## config.mk

```make
export PLATFORM = sky130hd
export DESIGN_NAME = rom_loader
export DESIGN_NICKNAME = d
export VERILOG_FILES = /design/src/rtl/rom_loader.sv
export SDC_FILE = /design/constraint.sdc
export NUM_CORES = 1
export LEC_CHECK = 0
export BUFFER_PORTS_ARGS = -buffer_cell sky130_fd_sc_hd__buf_2
export CORE_ASPECT_RATIO = 2
export CORE_MARGIN = 1
export CORE_UTILIZATION = 35
export DETAILED_ROUTE_END_ITERATION = 6
export SLEW_MARGIN = 10
export SYNTH_ARGS = -nofsm -noshare
export SYNTH_HDL_FRONTEND = slang
export SYNTH_SLANG_ARGS = --single-unit
```

## constraint.sdc

```tcl
create_clock -name clk -period 3.2 [get_ports clk]
set_clock_uncertainty 0.1 [all_clocks]
set_input_delay 0.16 -clock clk [delete_from_list [all_inputs] [get_ports clk]]
set_output_delay 0.16 -clock clk [all_outputs]
set_load 0.05 [all_outputs]
```

## src/rtl/rom_loader.sv

```systemverilog
// Instruction-ROM loader: frames a byte stream as a LE word count plus LE words and writes
// them into the ROM from address 0, holding the core in reset until a load completes.
module rom_loader #(
  parameter int unsigned ADDR_W = 12,
  parameter int unsigned DEPTH  = 4096
) (
  input  logic              clk,
  input  logic              rst,
  input  logic              start,
  input  logic              byte_valid,
  input  logic [7:0]        byte_data,
  output logic              byte_ready,
  output logic              rom_we,
  output logic [ADDR_W-1:0] rom_waddr,
  output logic [31:0]       rom_wdata,
  output logic              core_hold,
  output logic              done,
  output logic              err
);

  localparam int unsigned CntW = ADDR_W + 1;

  typedef enum logic [2:0] {
    StIdle,
    StHdr,
    StData,
    StWrite,
    StDone,
    StErr
  } state_e;

  state_e state_q, state_d;

  logic [1:0]        byte_cnt_q, byte_cnt_d;
  logic [31:0]       shift_q, shift_d;
  logic [CntW-1:0]   len_q, len_d;
  logic [CntW-1:0]   word_cnt_q, word_cnt_d;

  logic              byte_ready_q, byte_ready_d;
  logic              rom_we_q, rom_we_d;
  logic [ADDR_W-1:0] rom_waddr_q, rom_waddr_d;
  logic [31:0]       rom_wdata_q, rom_wdata_d;
  logic              core_hold_q, core_hold_d;
  logic              done_q, done_d;
  logic              err_q, err_d;

  logic              accept;
  logic              last_byte;
  logic              last_word;
  logic              hdr_bad;
  logic              start_ok;
  logic [31:0]       asm_word;

  assign accept    = byte_valid && byte_ready_q;
  assign last_byte = accept && (byte_cnt_q == 2'd3);
  // Incoming byte lands in the top lane so byte 0 ends up in bits 7:0 after four shifts.
  assign asm_word  = {byte_data, shift_q[31:8]};
  assign hdr_bad   = (asm_word == 32'd0) || (asm_word > 32'(DEPTH));
  assign last_word = (word_cnt_q == (len_q - CntW'(1)));
  assign start_ok  = start && ((state_q == StIdle) || (state_q == StErr));

  // State register
  always_ff @(posedge clk) begin
    if (rst) begin
      state_q <= StIdle;
    end else begin
      state_q <= state_d;
    end
  end

  // Next-state logic
  always_comb begin
    state_d = state_q;
    unique case (state_q)
      StIdle:  if (start) state_d = StHdr;
      StHdr:   if (last_byte) state_d = hdr_bad ? StErr : StData;
      StData:  if (last_byte) state_d = StWrite;
      StWrite: state_d = last_word ? StDone : StData;
      StDone:  state_d = StIdle;
      StErr:   if (start) state_d = StHdr;
      default: state_d = StIdle;
    endcase
  end

  // Output logic, registered so every output is a clean flop aligned with the state
  always_comb begin
    byte_ready_d = (state_d == StHdr) || (state_d == StData);
    rom_we_d     = (state_d == StWrite);
    rom_waddr_d  = rom_we_d ? word_cnt_q[ADDR_W-1:0] : rom_waddr_q;
    rom_wdata_d  = rom_we_d ? asm_word : rom_wdata_q;
    done_d       = (state_d == StDone);
    err_d        = (state_d == StErr);
    core_hold_d  = core_hold_q;
    if (state_q == StDone) begin
      core_hold_d = 1'b0;
    end
    if ((state_d == StHdr) || (state_d == StErr)) begin
      core_hold_d = 1'b1;
    end
  end

  // Datapath next-state: byte/word counters, shift register and length
  always_comb begin
    byte_cnt_d = byte_cnt_q;
    shift_d    = shift_q;
    len_d      = len_q;
    word_cnt_d = word_cnt_q;
    if (start_ok) begin
      byte_cnt_d = '0;
    end else if (accept) begin
      byte_cnt_d = byte_cnt_q + 2'd1;
      shift_d    = asm_word;
    end
    if ((state_q == StHdr) && last_byte) begin
      len_d      = asm_word[CntW-1:0];
      word_cnt_d = '0;
    end
    if ((state_q == StWrite) && !last_word) begin
      word_cnt_d = word_cnt_q + CntW'(1);
    end
  end

  always_ff @(posedge clk) begin
    if (rst) begin
      byte_cnt_q   <= '0;
      shift_q      <= '0;
      len_q        <= '0;
      word_cnt_q   <= '0;
      byte_ready_q <= 1'b0;
      rom_we_q     <= 1'b0;
      rom_waddr_q  <= '0;
      rom_wdata_q  <= '0;
      core_hold_q  <= 1'b1;
      done_q       <= 1'b0;
      err_q        <= 1'b0;
    end else begin
      byte_cnt_q   <= byte_cnt_d;
      shift_q      <= shift_d;
      len_q        <= len_d;
      word_cnt_q   <= word_cnt_d;
      byte_ready_q <= byte_ready_d;
      rom_we_q     <= rom_we_d;
      rom_waddr_q  <= rom_waddr_d;
      rom_wdata_q  <= rom_wdata_d;
      core_hold_q  <= core_hold_d;
      done_q       <= done_d;
      err_q        <= err_d;
    end
  end

  assign byte_ready = byte_ready_q;
  assign rom_we     = rom_we_q;
  assign rom_waddr  = rom_waddr_q;
  assign rom_wdata  = rom_wdata_q;
  assign core_hold  = core_hold_q;
  assign done       = done_q;
  assign err        = err_q;

endmodule

```

### Yosys cells after proc, flatten, opt, wreduce, memory -nomap -nowiden

Index checks and enable logic that the tools add are counted.

* register bits: 112
* memory bits (read-only): 0
* memories kept: 0
* logic and storage cells: 54
* bits in latches: 0
* memory bits (writable): 0

* mux-type cells: 8
* eq/ne operators: 12
* multipliers: 0
* add/subtract/negate cells: 3
* order comparisons: 1
* bitwise gates (word level): 1
* shifts and indexed selects: 0
* reductions and logical operators: 17
* div/mod/pow operators: 0

Operators by type and width (number)
* $gt 32x13->1 const B: 1
* $logic_not 32->1: 1
* $mux 13: 2
* $mux 3: 5
* $add 13x1->13 const B: 1
* $eq 13x13->1: 1
* $sub 13x1->13 const B: 1
* $eq 3x2->1 const B: 4
* $eq 3x3->1 const B: 4
* $pmux 3 s4: 1
* $eq 3x1->1 const B: 2
* $reduce_or 2->1: 3
* $logic_and 1x1->1: 5
* $logic_or 1x1->1: 4
* $logic_not 3->1: 1
* $add 2x1->2 const B: 1
* $eq 2x2->1 const B: 1
* $reduce_and 2->1: 1
* $reduce_bool 2->1: 1
* $logic_not 1->1: 1
* $not 1->1: 1

### Depth between registers and ports, before layout

Gate-level depths: netlist (run 1).

* word-level depth: 8
* gate-level depth with buffers: 10

### Worst setup path before layout (run 1)

OpenSTA, ideal clock, no wires.

* path type: reg-to-reg
* from: reg len_q[2]
* to: reg word_cnt_q[4]
* cell stages (with the launch flop): 10
* path slack: 0.512 ns
* buffers on the path: 2
* setup time: 0.069 ns
* arrival time: 2.519 ns
* required time: 3.031 ns
* cell sequence: dfxtp_1 -> or4_1 -> buf_2 -> o31a_1 -> nor4b_2 -> and3b_1 -> o31a_1 -> or2_1 -> buf_6 -> o21ai_1

* cells in the longest elaborated chain, start to end: 5

Ends and longest elaborated chain
* start: declaration: RTL line 36 `logic [CntW-1:0] len_q, len_d;`
* start signal: assignment: RTL line 139 `len_q <= len_d;`
* $sub 13x1->13 *: RTL line 59 `assign last_word = (word_cnt_q == (len_q - CntW'(1)));`
* $eq 13x13->1 *: RTL line 59
* $logic_not 1->1 *: RTL line 118 `if ((state_q == StWrite) && !last_word) begin`
* $logic_and 1x1->1 *: RTL line 118
* $mux 13 or $reduce_bool 2->1 (tied branches)
* end signal: assignment: RTL line 140 `word_cnt_q <= word_cnt_d;`
* end: declaration: RTL line 37 `logic [CntW-1:0] word_cnt_q, word_cnt_d;`

Mark *: on every way between the ends. The rest lies on a longest branch, timed or not.
A chain may end at the register's enable or synchronous reset.

### Worst setup path after layout (run 1)

* from: reg len_q[2]
* to: reg word_cnt_q[0]

Same word-level chain as after synthesis.

==> metrics.txt, run 1 <==
# TYPE chip_impl_metric gauge
chip_impl_metric{name="grt_util_all_layers",unit="%"} 18.5
chip_impl_info{name="startpoint",value="len_q[2]"} 1
chip_impl_metric{name="synth-warning-count",unit=""} 0
chip_impl_metric{name="drive_above_1_share",unit="%"} 15.0
chip_impl_metric{name="synth_edf_count",unit=""} 0
chip_impl_metric{name="post_synthesis_to_final_layout_area_growth",unit="%"} 18.0
chip_impl_metric{name="antennaDiodeCount",unit=""} 0
chip_impl_metric{name="critPathRequiredTime",unit="ns"} 3.38
chip_impl_metric{name="die_x",unit="um"} 81.9
chip_impl_metric{name="postSynth.asyncResetShare",unit="%"} 0
chip_impl_metric{name="final.setup.tns",unit="ns"} 0
chip_impl_metric{name="synth.distinct_cells",unit=""} 48
chip_impl_metric{name="cp.arrival",unit="ns"} 3.11
chip_impl_metric{name="worst_r2r_path_depth",unit=""} 7
chip_impl_metric{name="power_density",unit="mW/mm2"} 478
chip_impl_info{name="clock_tree_from_tritoncts",value="built"} 1
chip_impl_info{name="worstPathCellList",value="or4_4 > o31a_1 > nor4b_2 > and3b_1 > o31a_1 > or2_4 > o21ai_1"} 1
chip_impl_metric{name="netlist_instances",unit=""} 581
chip_impl_metric{name="detailed_place_hpwl",unit="um"} 8440
chip_impl_metric{name="postSynthRegisterBits",unit=""} 104
chip_impl_info{name="critPathTopFamily",value="simple AND/OR/NAND/NOR gates"} 1
chip_impl_metric{name="ff2ff_setup_slack",unit="ns"} 0.27
chip_impl_info{name="reg2reg_to",value="word_cnt_q[0]"} 1
chip_impl_metric{name="critical_path.max_stage_delay",unit="ns"} 0.61
chip_impl_metric{name="finalCritPeriodShare",unit="%"} 91.6
chip_impl_metric{name="internal_power",unit="mW"} 1.94
chip_impl_metric{name="totalWireLength",unit="um"} 11700
chip_impl_metric{name="postCtsSetupBuffers",unit=""} 0
chip_impl_metric{name="comb_power_share",unit="%"} 3.2
chip_impl_metric{name="cts_clk_pin_slew_worst_paths",unit="ns"} 0.07
chip_impl_metric{name="core_area",unit="mm2"} 0.0125
chip_impl_info{name="worst_hold_path_type",value="in -> reg"} 1
chip_impl_metric{name="seq_area_frac_synth",unit="%"} 46.6
chip_impl_info{name="mostFrequentLayoutCell",value="sky130_fd_sc_hd__nand2_1"} 1
chip_impl_metric{name="setup_viol",unit=""} 0
chip_impl_metric{name="grt.overflow.total",unit=""} 0
chip_impl_info{name="slowest_stage",value="sky130_fd_sc_hd__or4_4"} 1
chip_impl_metric{name="cts_buf_count",unit=""} 9
chip_impl_info{name="worst_path_most_repeated_cell",value="sky130_fd_sc_hd__o31a_1"} 1
chip_impl_metric{name="measured_slew_at_the_worst_slew_check_pin",unit="ns"} 0.607
chip_impl_metric{name="ant_nets",unit=""} 0
chip_impl_metric{name="fmaxAchievable",unit="GHz"} 0.341
chip_impl_metric{name="power.switching_fraction",unit="%"} 22.8
chip_impl_metric{name="io_buffers",unit=""} 60
chip_impl_metric{name="synthesis.nets",unit=""} 596
chip_impl_info{name="timing.critical_path.to_type",value="flop"} 1
chip_impl_info{name="setup.worst_path.class",value="reg -> reg"} 1
chip_impl_info{name="status",value="completed"} 1
chip_impl_metric{name="clkPwrFrac",unit="%"} 44.8
chip_impl_metric{name="worst-path-buf-inv",unit=""} 0
chip_impl_metric{name="floorplan.initialDensity",unit="%"} 35.8
chip_impl_metric{name="ioPinCount",unit=""} 61
chip_impl_info{name="final_cell_mix",value="175 x sky130_fd_sc_hd__nand2_1, 104 x sky130_fd_sc_hd__dfxtp_1, 87 x sky130_fd_sc_hd__a21oi_1"} 1
chip_impl_metric{name="finalNetCount",unit=""} 645
chip_impl_metric{name="drc_violation_count_after_routing",unit=""} 0
chip_impl_info{name="grt_setup_unrepaired",value="no"} 1
chip_impl_metric{name="max_slew_margin",unit="%"} 59.2
chip_impl_metric{name="die_y",unit="um"} 162
chip_impl_info{name="cell_chosen_for_the_clock_root",value="sky130_fd_sc_hd__clkbuf_16"} 1
chip_impl_metric{name="maxCapViolations",unit=""} 0
chip_impl_info{name="predominant_post_synthesis_flop_cell",value="sky130_fd_sc_hd__dfxtp_1"} 1
chip_impl_metric{name="fin_hold_ws",unit="ns"} 0.162
chip_impl_metric{name="p_sw",unit="mW"} 0.574
chip_impl_metric{name="largest_net_degree_at_the_start_of_global_routing",unit=""} 61
chip_impl_metric{name="clock-sinks",unit=""} 104
chip_impl_info{name="crit-reg2reg-launch",value="len_q[2]"} 1
chip_impl_metric{name="routed_wire_length_per_instance",unit="um"} 14.9
chip_impl_metric{name="drt_iter0_drc",unit=""} 124
chip_impl_metric{name="num_vias",unit=""} 4082
chip_impl_metric{name="grt_antenna_before_repair",unit=""} 0
chip_impl_metric{name="layout_min_cycle_time",unit="ns"} 2.93
chip_impl_metric{name="seqPwrFrac",unit="%"} 52.0
chip_impl_info{name="worst_hold_path.endpoint",value="byte_cnt_q[1]"} 1
chip_impl_metric{name="cp_max_fo",unit=""} 16
chip_impl_metric{name="holdPathStages",unit=""} 3
chip_impl_metric{name="grt_pass1_vias",unit=""} 3887
chip_impl_metric{name="netlist_area",unit="mm2"} 0.00446
chip_impl_metric{name="fp.dieArea",unit="mm2"} 0.0132
chip_impl_metric{name="h-tree-depth",unit=""} 3
chip_impl_metric{name="syn_area_per_cell",unit="um2"} 7.68
chip_impl_metric{name="later_pin_clock_latency_in_the_skew_report",unit="ns"} 0.35
chip_impl_info{name="min-delay-start",value="start"} 1
chip_impl_metric{name="power.ir.vdd_worst",unit="V"} 0.000305
chip_impl_metric{name="timing_hold_violations_final",unit=""} 0
chip_impl_metric{name="power.leakage",unit="nW"} 1.96
chip_impl_metric{name="route.detailed.vias_per_inst",unit=""} 5.20
chip_impl_metric{name="detailedRoute.firstPassIterationCount",unit=""} 4
chip_impl_metric{name="cts.path.max_buffers",unit=""} 2
chip_impl_metric{name="slew_viol_final",unit=""} 0
chip_impl_info{name="worst_setup_path_start_kind",value="flop"} 1
chip_impl_metric{name="rows",unit=""} 58
chip_impl_metric{name="gp_routability_congestion",unit=""} 0.884
chip_impl_metric{name="wire_length_of_the_first_global_routing_pass",unit="um"} 18600
## worst register-to-register path, stage by stage, from the launching register on
cell                      delay [ns]
sky130_fd_sc_hd__dfxtp_1        0.36
sky130_fd_sc_hd__or4_4          0.61
sky130_fd_sc_hd__o31a_1         0.33
sky130_fd_sc_hd__nor4b_2        0.25
sky130_fd_sc_hd__and3b_1        0.21
sky130_fd_sc_hd__o31a_1         0.46
sky130_fd_sc_hd__or2_4          0.37
sky130_fd_sc_hd__o21ai_1        0.16
## layer usage
metal / up-vias / track usage (%) / wire length, um
met4: 0 / 13.2 / 664
met5: - / 0 / 0
met2: 92 / 33.5 / 6420
met3: 37 / 3.26 / 379
met1: 1893 / 18.0 / 4250
li1: 2060 / - / -
## timing repair
action                                 4_1_cts  5_1_grt
endpoints found under the hold margin       16        0
hold buffers                                 8        0
gates resized for setup                      0        2
setup endpoints to repair                    0       11
## worst max-delay path by stage
stage / end / slack, ns / cells past startpoint
CTS: word_cnt_q[0] / 0.02 / 7
global route: word_cnt_q[0] / 0.1 / 7
detailed placement: word_cnt_q[0] / 0.04 / 7
floorplan: word_cnt_q[4] / 0.51 / 9
finish: word_cnt_q[0] / 0.27 / 7
global placement: word_cnt_q[7] / 0.13 / 7
## cell families after synthesis
family          count (synthesis)  share of synthesized area, %
simple gates                  279                          28.3
flops                         104                          46.6
compound gates                127                          15.4
fa+ha+maj                       3                         0.841
mux                             4                         0.925
buf+inv                        44                          3.98
xor+xnor                       20                          3.92
## power by group through the flow
stage / Clock [mW] / Sequential, mW / Combinational (mW)
after detailed placement: 0 / 1.34 / 0.0713
after CTS: 1.15 / 1.31 / 0.0796
after global routing: 1.21 / 1.31 / 0.0874
after floorplan: 0 / 1.34 / 0.0479
after global placement: 0 / 1.34 / 0.0702
final: 1.13 / 1.31 / 0.0801
## state kept, by name (all words and copies together), names as in the netlist
signal / cells
rom_wdata: 32
shift_q: 24
len_q: 13
word_cnt_q: 13
rom_waddr: 12
state_q: 3
byte_cnt_q: 2
byte_ready: 1
core_hold: 1
done: 1
err: 1
rom_we: 1
## area by class of cell
| class | instances | area, um2 |
|---|---|---|
| fill | 1303 | 7210 |
| multi-input combinational | 433 | 2220 |
| sequential | 104 | 2080 |
| timing repair buffer | 78 | 458 |
| clock buffer | 9 | 225 |
| tap | 150 | 188 |
| clock inverter | 7 | 78.8 |
| inverter | 4 | 15.0 |
## Yosys cell counts, types with 2 or more instances
cell type	n	area share, %
sky130_fd_sc_hd__mux2i_1	3	0.67
sky130_fd_sc_hd__a31oi_1	4	0.56
sky130_fd_sc_hd__nor3_1	15	1.7
sky130_fd_sc_hd__dfxtp_1	104	47
sky130_fd_sc_hd__o31a_1	2	0.39
sky130_fd_sc_hd__o21ai_1	11	1.2
sky130_fd_sc_hd__or3_1	3	0.42
sky130_fd_sc_hd__nand3_1	9	1.0
sky130_fd_sc_hd__nor2_1	21	1.8
sky130_fd_sc_hd__and3_1	6	0.84
sky130_fd_sc_hd__nor2b_1	3	0.42
sky130_fd_sc_hd__buf_1	3	0.25
sky130_fd_sc_hd__ha_1	3	0.84
sky130_fd_sc_hd__clkbuf_1	34	2.9
sky130_fd_sc_hd__nor3b_1	5	0.84
sky130_fd_sc_hd__xnor2_1	13	2.6
sky130_fd_sc_hd__or4_1	2	0.34
sky130_fd_sc_hd__o21ai_0	12	1.3
sky130_fd_sc_hd__nand2b_1	13	1.8
sky130_fd_sc_hd__a21o_1	2	0.34
sky130_fd_sc_hd__nor4_1	15	2.1
sky130_fd_sc_hd__nand4_1	2	0.28
sky130_fd_sc_hd__xor2_1	7	1.4
sky130_fd_sc_hd__inv_1	4	0.34
sky130_fd_sc_hd__a21oi_1	87	9.8
sky130_fd_sc_hd__nand3b_1	2	0.34
sky130_fd_sc_hd__nand2_1	175	15
## metrics by stage
step	area, um2	cells	total power [mW]	utilization (%)	worst slack, ns
floorplan	4460	581	1.39	-	0.512
global placement	4880	761	1.41	39.1	0.130
detailed placement	4880	761	1.41	39.1	0.0426
CTS	5260	785	2.54	42.2	0.0244
global route	5270	785	2.61	42.2	0.0993
finish	5270	785	2.52	42.2	0.270
No activity file was read; power rests on OpenSTA's default activity.
==> inputs of run 2 (changes only) <==
==> constraint.sdc (replaced) <==
create_clock -name clk -period 2.75 [get_ports clk]
set_clock_uncertainty 0.1 [all_clocks]
set_input_delay 0.1375 -clock clk [delete_from_list [all_inputs] [get_ports clk]]
set_output_delay 0.1375 -clock clk [all_outputs]
set_load 0.05 [all_outputs]
==> metrics.txt, run 2 (synthesis results as in run 1) <==
# TYPE chip_impl_metric gauge
chip_impl_metric{name="detailed_place_hpwl",unit="um"} 8910
chip_impl_metric{name="ant_nets",unit=""} 0
chip_impl_metric{name="postLayoutSetupSlackWorst",unit="ns"} 0.122
chip_impl_metric{name="grt.met1_usage",unit="%"} 18.9
chip_impl_metric{name="route.detailed.vias_per_inst",unit=""} 5.15
chip_impl_info{name="timing.critical_path.to_type",value="flop"} 1
chip_impl_metric{name="post_synthesis_to_final_layout_area_growth",unit="%"} 21.5
chip_impl_metric{name="setup_viol",unit=""} 0
chip_impl_metric{name="post-place-cells",unit=""} 770
chip_impl_metric{name="grt.overflow.total",unit=""} 0
chip_impl_metric{name="largest_register_ffs",unit=""} 32
chip_impl_info{name="final_cell_mix",value="175 x sky130_fd_sc_hd__nand2_1, 103 x sky130_fd_sc_hd__dfxtp_1, 86 x sky130_fd_sc_hd__a21oi_1"} 1
chip_impl_metric{name="placement.setup.worst_slack",unit="ns"} -0.0845
chip_impl_metric{name="drive_above_1_share",unit="%"} 16.9
chip_impl_metric{name="ioPinCount",unit=""} 61
chip_impl_metric{name="total_power",unit="mW"} 3.14
chip_impl_metric{name="fin_hold_ws",unit="ns"} 0.128
chip_impl_metric{name="post_layout_nonfiller_instances",unit=""} 795
chip_impl_metric{name="fmaxAchievable",unit="GHz"} 0.381
chip_impl_metric{name="h-tree-depth",unit=""} 3
chip_impl_metric{name="timing_hold_violations_final",unit=""} 0
chip_impl_metric{name="num_vias",unit=""} 4092
chip_impl_info{name="status",value="completed"} 1
chip_impl_metric{name="cts.path.max_buffers",unit=""} 2
chip_impl_metric{name="rows",unit=""} 58
chip_impl_info{name="grt-busiest-layer",value="met2"} 1
chip_impl_metric{name="grt_util_all_layers",unit="%"} 19.2
chip_impl_metric{name="floorplan.initialDensity",unit="%"} 35.8
chip_impl_metric{name="cp_max_fo",unit=""} 15
chip_impl_metric{name="routed_wire_length_per_instance",unit="um"} 14.9
chip_impl_metric{name="power_density",unit="mW/mm2"} 578
chip_impl_info{name="mostFrequentLayoutCell",value="sky130_fd_sc_hd__nand2_1"} 1
chip_impl_metric{name="grt_antenna_before_repair",unit=""} 0
chip_impl_metric{name="core_area",unit="mm2"} 0.0125
chip_impl_metric{name="seq_area",unit="mm2"} 0.00208
chip_impl_info{name="worst_hold_path_type",value="in -> reg"} 1
chip_impl_metric{name="maxCapViolations",unit=""} 0
chip_impl_metric{name="power.leakage",unit="nW"} 2.05
chip_impl_metric{name="later_pin_clock_latency_in_the_skew_report",unit="ns"} 0.35
chip_impl_metric{name="critPathRequiredTime",unit="ns"} 2.93
chip_impl_metric{name="multiInputGateArea",unit="mm2"} 0.00224
chip_impl_metric{name="grt_pass1_vias",unit=""} 3969
chip_impl_info{name="grt_setup_unrepaired",value="no"} 1
chip_impl_metric{name="layout_min_cycle_time",unit="ns"} 2.63
chip_impl_metric{name="power.ir.vdd_worst",unit="V"} 0.000430
chip_impl_info{name="cell_chosen_for_the_clock_root",value="sky130_fd_sc_hd__clkbuf_16"} 1
chip_impl_metric{name="gp_routability_congestion",unit=""} 0.889
chip_impl_metric{name="finalCritPeriodShare",unit="%"} 95.6
chip_impl_metric{name="io_buffers",unit=""} 60
chip_impl_metric{name="wire_length_of_the_first_global_routing_pass",unit="um"} 19400
chip_impl_metric{name="detailedRoute.firstPassIterationCount",unit=""} 4
chip_impl_metric{name="largest_net_degree_at_the_start_of_global_routing",unit=""} 74
chip_impl_info{name="clock_tree_from_tritoncts",value="built"} 1
chip_impl_metric{name="grtUsageMet3",unit="%"} 2.53
chip_impl_metric{name="finalNetCount",unit=""} 655
chip_impl_metric{name="measured_slew_at_the_worst_slew_check_pin",unit="ns"} 0.697
chip_impl_metric{name="cts_clk_pin_slew_worst_paths",unit="ns"} 0.08
chip_impl_metric{name="slew_viol_final",unit=""} 0
chip_impl_metric{name="cp.arrival",unit="ns"} 2.81
chip_impl_metric{name="fill_cell_instance_count_of_the_final_layout",unit=""} 1287
chip_impl_metric{name="cts_buf_count",unit=""} 9
chip_impl_metric{name="max_slew_margin",unit="%"} 53.5
chip_impl_metric{name="antennaDiodeCount",unit=""} 0
chip_impl_info{name="worst_setup_path_start_kind",value="flop"} 1
chip_impl_metric{name="grt.met2_usage",unit="%"} 36.5
chip_impl_info{name="setup.worst_path.class",value="reg -> reg"} 1
chip_impl_metric{name="fp.dieArea",unit="mm2"} 0.0132
chip_impl_metric{name="totalWireLength",unit="um"} 11900
chip_impl_metric{name="die_x",unit="um"} 81.9
chip_impl_metric{name="drc_violation_count_after_routing",unit=""} 0
chip_impl_metric{name="drt_iter0_drc",unit=""} 160
chip_impl_metric{name="clock-sinks",unit=""} 104
chip_impl_metric{name="die_y",unit="um"} 162
[run 2: metrics by stage]
step	area (um2)	setup TNS [ns]	utilization, %
detailed placement	4940	-0.807	39.6
CTS	5400	0	43.2
global placement	4940	0	39.6
finish	5420	0	43.4
global route	5420	0	43.4
floorplan	4460	0	-
[run 2: path summary, 6_finish.rpt]
kind         cells after the start  slack, ns         start            end
min reg2reg                      2       0.35  rom_waddr[5]   rom_waddr[5]
max                              8       0.12      len_q[4]  word_cnt_q[1]
min                              3       0.13         start  byte_cnt_q[1]
max reg2reg                      8       0.12      len_q[4]  word_cnt_q[1]
[run 2: per-layer routing]
metal  part of all wire (%)  vias to the layer above
li1                       -                     2084
met1                     35                     1905
met2                     58                       72
met3                    2.3                       31
met4                    4.0                        0
met5                      0                        -
[run 2: final cells by class]
cell class,count,share of cell area [%]
clock buffer,9,4.15
clock inverter,7,2.54
inverter,4,0.277
multi-input combinational,433,41.3
sequential,104,38.4
tap,150,3.46
timing repair buffer,88,9.83
[run 2: report_power, final]
group / switching (mW) / leakage (nW) / internal [mW] / total (mW)
registers: 0.0109 / 0.839 / 1.51 / 1.52
clock network: 0.606 / 0.177 / 0.913 / 1.52
logic: 0.0603 / 1.03 / 0.0322 / 0.0925
[run 2: worst max-delay path, cell delays in order, from the launching register on]
cell and delay, ns:
sky130_fd_sc_hd__dfxtp_1 0.32, sky130_fd_sc_hd__or4_4 0.61, sky130_fd_sc_hd__o31a_1 0.30, sky130_fd_sc_hd__nor4b_2 0.23
sky130_fd_sc_hd__and3b_1 0.21, sky130_fd_sc_hd__o31a_1 0.29, sky130_fd_sc_hd__buf_4 0.19, sky130_fd_sc_hd__nand3b_1 0.16
sky130_fd_sc_hd__a21oi_1 0.15
[run 2: what timing repair did]
item                       4_1_cts  5_1_grt
buffers inserted                 0        1
hold buffers                     8        0
resized for setup                3        5
hold endpoints to repair        16        0
pin swaps                        0        4
setup endpoints to repair       15        8
==> inputs of run 3 (changes only) <==
--- a/config.mk
+++ b/config.mk
@@ -10,6 +10,7 @@
 export CORE_MARGIN = 1
 export CORE_UTILIZATION = 35
 export DETAILED_ROUTE_END_ITERATION = 6
+export PLACE_DENSITY_LB_ADDON = 0.1
 export SLEW_MARGIN = 10
 export SYNTH_ARGS = -nofsm -noshare
 export SYNTH_HDL_FRONTEND = slang
==> metrics.txt, run 3 (synthesis results as in run 1) <==
# TYPE chip_impl_metric gauge
chip_impl_metric{name="maxCapViolations",unit=""} 0
chip_impl_metric{name="grt.overflow.total",unit=""} 0
chip_impl_metric{name="layout_min_cycle_time",unit="ns"} 2.63
chip_impl_metric{name="drive_above_1_share",unit="%"} 18.1
chip_impl_metric{name="final_core_utilization",unit="%"} 43.3
chip_impl_metric{name="ff2ff_setup_slack",unit="ns"} 0.12
chip_impl_info{name="worst_setup_path_start_kind",value="flop"} 1
chip_impl_metric{name="gp_routability_congestion",unit=""} 0.874
chip_impl_metric{name="finalNetCount",unit=""} 662
chip_impl_metric{name="p_sw",unit="mW"} 0.694
chip_impl_metric{name="ioPinCount",unit=""} 61
chip_impl_metric{name="route.detailed.vias_per_inst",unit=""} 5.15
chip_impl_metric{name="rows",unit=""} 58
chip_impl_metric{name="max_slew_margin",unit="%"} 56.0
chip_impl_info{name="min-delay-start",value="start"} 1
chip_impl_metric{name="num_vias",unit=""} 4130
chip_impl_metric{name="power.ir.vdd_worst",unit="V"} 0.000334
chip_impl_info{name="worst_path_most_repeated_cell",value="sky130_fd_sc_hd__o31a_1"} 1
chip_impl_metric{name="die_x",unit="um"} 81.9
chip_impl_metric{name="critPathRequiredTime",unit="ns"} 2.93
chip_impl_metric{name="routed_wire_length_per_instance",unit="um"} 15.4
chip_impl_metric{name="finalCritPeriodShare",unit="%"} 95.5
chip_impl_metric{name="ant_nets",unit=""} 0
chip_impl_info{name="timing.critical_path.to_type",value="flop"} 1
chip_impl_metric{name="internal_power",unit="mW"} 2.18
chip_impl_metric{name="post-route-cell-area",unit="mm2"} 0.00540
chip_impl_metric{name="cts_buf_count",unit=""} 9
chip_impl_info{name="status",value="completed"} 1
chip_impl_info{name="cell_chosen_for_the_clock_root",value="sky130_fd_sc_hd__clkbuf_16"} 1
chip_impl_metric{name="post_synthesis_to_final_layout_area_growth",unit="%"} 21.0
chip_impl_metric{name="fin_hold_ws",unit="ns"} 0.125
chip_impl_info{name="worst_hold_path_type",value="in -> reg"} 1
chip_impl_metric{name="fp.dieArea",unit="mm2"} 0.0132
chip_impl_metric{name="totalWireLength",unit="um"} 12400
chip_impl_metric{name="slew_viol_final",unit=""} 0
chip_impl_metric{name="clkPwrFrac",unit="%"} 43.6
chip_impl_metric{name="cp_max_fo",unit=""} 15
chip_impl_metric{name="cts.path.max_buffers",unit=""} 2
chip_impl_info{name="setup.worst_path.class",value="reg -> reg"} 1
chip_impl_metric{name="measured_slew_at_the_worst_slew_check_pin",unit="ns"} 0.655
chip_impl_metric{name="die_y",unit="um"} 162
chip_impl_info{name="crit-reg2reg-launch",value="len_q[0]"} 1
chip_impl_info{name="reg2reg_to",value="word_cnt_q[1]"} 1
chip_impl_metric{name="drt_iter0_drc",unit=""} 133
chip_impl_metric{name="timing_hold_violations_final",unit=""} 0
chip_impl_metric{name="detailedRoute.firstPassIterationCount",unit=""} 4
chip_impl_metric{name="grt_util_all_layers",unit="%"} 20.1
chip_impl_metric{name="io_buffers",unit=""} 60
chip_impl_metric{name="largest_net_degree_at_the_start_of_global_routing",unit=""} 52
chip_impl_metric{name="setup_viol",unit=""} 0
chip_impl_metric{name="clock-sinks",unit=""} 104
chip_impl_metric{name="cp.arrival",unit="ns"} 2.81
chip_impl_metric{name="fmaxAchievable",unit="GHz"} 0.381
chip_impl_metric{name="placedInstanceArea",unit="mm2"} 0.00500
chip_impl_metric{name="drc_violation_count_after_routing",unit=""} 0
chip_impl_info{name="grt_setup_unrepaired",value="no"} 1
chip_impl_metric{name="largest_register_ffs",unit=""} 32
chip_impl_metric{name="seqPwrFrac",unit="%"} 53.0
chip_impl_metric{name="postCtsSetupBuffers",unit=""} 0
chip_impl_metric{name="post_layout_nonfiller_instances",unit=""} 802
chip_impl_metric{name="multiInputGateArea",unit="mm2"} 0.00224
chip_impl_metric{name="power.switching_fraction",unit="%"} 24.2
chip_impl_info{name="slowest_stage",value="sky130_fd_sc_hd__or4_4"} 1
chip_impl_metric{name="critical_path.max_stage_delay",unit="ns"} 0.55
chip_impl_metric{name="core_area",unit="mm2"} 0.0125
chip_impl_metric{name="power_density",unit="mW/mm2"} 532
chip_impl_metric{name="worst_r2r_path_depth",unit=""} 8
chip_impl_info{name="mostFrequentLayoutCell",value="sky130_fd_sc_hd__nand2_1"} 1
chip_impl_metric{name="holdPathStages",unit=""} 4
chip_impl_metric{name="comb_power_share",unit="%"} 3.3
chip_impl_info{name="worstPathCellList",value="or4_4 > o31a_1 > nor4b_2 > and3b_2 > o31a_1 > buf_6 > nand3b_1 > a21oi_1"} 1
chip_impl_metric{name="detailed_place_hpwl",unit="um"} 9170
chip_impl_metric{name="cts_clk_pin_slew_worst_paths",unit="ns"} 0.07
chip_impl_metric{name="fill_cell_instance_count_of_the_final_layout",unit=""} 1326
chip_impl_metric{name="grt_antenna_before_repair",unit=""} 0
chip_impl_metric{name="power.leakage",unit="nW"} 2.05
chip_impl_metric{name="seq_area",unit="mm2"} 0.00208
chip_impl_metric{name="h-tree-depth",unit=""} 3
chip_impl_metric{name="post-place-cells",unit=""} 778
chip_impl_metric{name="wire_length_of_the_first_global_routing_pass",unit="um"} 20100
chip_impl_metric{name="final.setup.tns",unit="ns"} 0
chip_impl_metric{name="floorplan.initialDensity",unit="%"} 35.8
chip_impl_metric{name="later_pin_clock_latency_in_the_skew_report",unit="ns"} 0.35
chip_impl_info{name="final_cell_mix",value="175 x sky130_fd_sc_hd__nand2_1, 103 x sky130_fd_sc_hd__dfxtp_1, 87 x sky130_fd_sc_hd__a21oi_1"} 1
chip_impl_info{name="clock_tree_from_tritoncts",value="built"} 1
chip_impl_metric{name="antennaDiodeCount",unit=""} 0
chip_impl_info{name="worst_hold_path.endpoint",value="core_hold"} 1
chip_impl_metric{name="grt_pass1_vias",unit=""} 4016
run 3: how the worst max path moves through the flow:
stage | from | to | slack [ns] | cells after the start
3_3_place_gp | len_q[2] | byte_ready | -0.04 | 8
3_5_place_dp | len_q[2] | word_cnt_q[4] | -0.09 | 7
6_report | len_q[0] | word_cnt_q[1] | 0.12 | 8
4_1_cts | len_q[2] | word_cnt_q[1] | 0.05 | 8
5_1_grt | len_q[0] | word_cnt_q[8] | 0.007 | 7
2_1_floorplan | len_q[2] | word_cnt_q[4] | 0.06 | 9
run 3: area by class of cell:
| type | instances | share of cell area (%) |
|---|---|---|
| Clock buffer | 9 | 4.17 |
| Clock inverter | 7 | 1.16 |
| Inverter | 4 | 0.278 |
| Multi-Input combinational cell | 433 | 41.4 |
| Sequential cell | 104 | 38.6 |
| Tap cell | 150 | 3.47 |
| Timing Repair Buffer | 95 | 10.9 |
run 3: per-layer routing:
layer	vias to the layer above	wire (um)	track usage (%)
met2	68	7050	37.7
li1	2094	-	-
met3	31	280	3.99
met5	-	0	0
met1	1937	4560	20.1
met4	0	465	9.33
run 3: what timing repair did:
action	4_1_cts	5_1_grt
setup endpoints to repair	13	10
resized for setup	3	6
pin swaps	0	2
endpoints found under the hold margin	15	0
hold buffers	8	0
run 3: power groups by stage:
stage                     combinational (mW)  clock, mW  sequential, mW
after floorplan                       0.0558          0            1.56
after detailed placement              0.0873          0            1.56
after CTS                             0.0964       1.29            1.52
final                                 0.0958       1.25            1.52
after global routing                   0.105       1.35            1.53
after global placement                0.0867          0            1.56
run 3: worst max-delay path: cells and delay by family (launching register included):
family / cells / cell delay, ns
buf+inv: 1 / 0.16
compound gates: 3 / 0.77
simple gates: 4 / 1.16
flops: 1 / 0.35
run 3: stage by stage:
stage / worst slack (ns) / total power [mW]
3_3_place_gp: -0.0361 / 1.65
3_5_place_dp: -0.0858 / 1.65
4_1_cts: 0.0528 / 2.91
2_1_floorplan: 0.0622 / 1.61
6_report: 0.123 / 2.87
5_1_grt: 0.00743 / 2.98
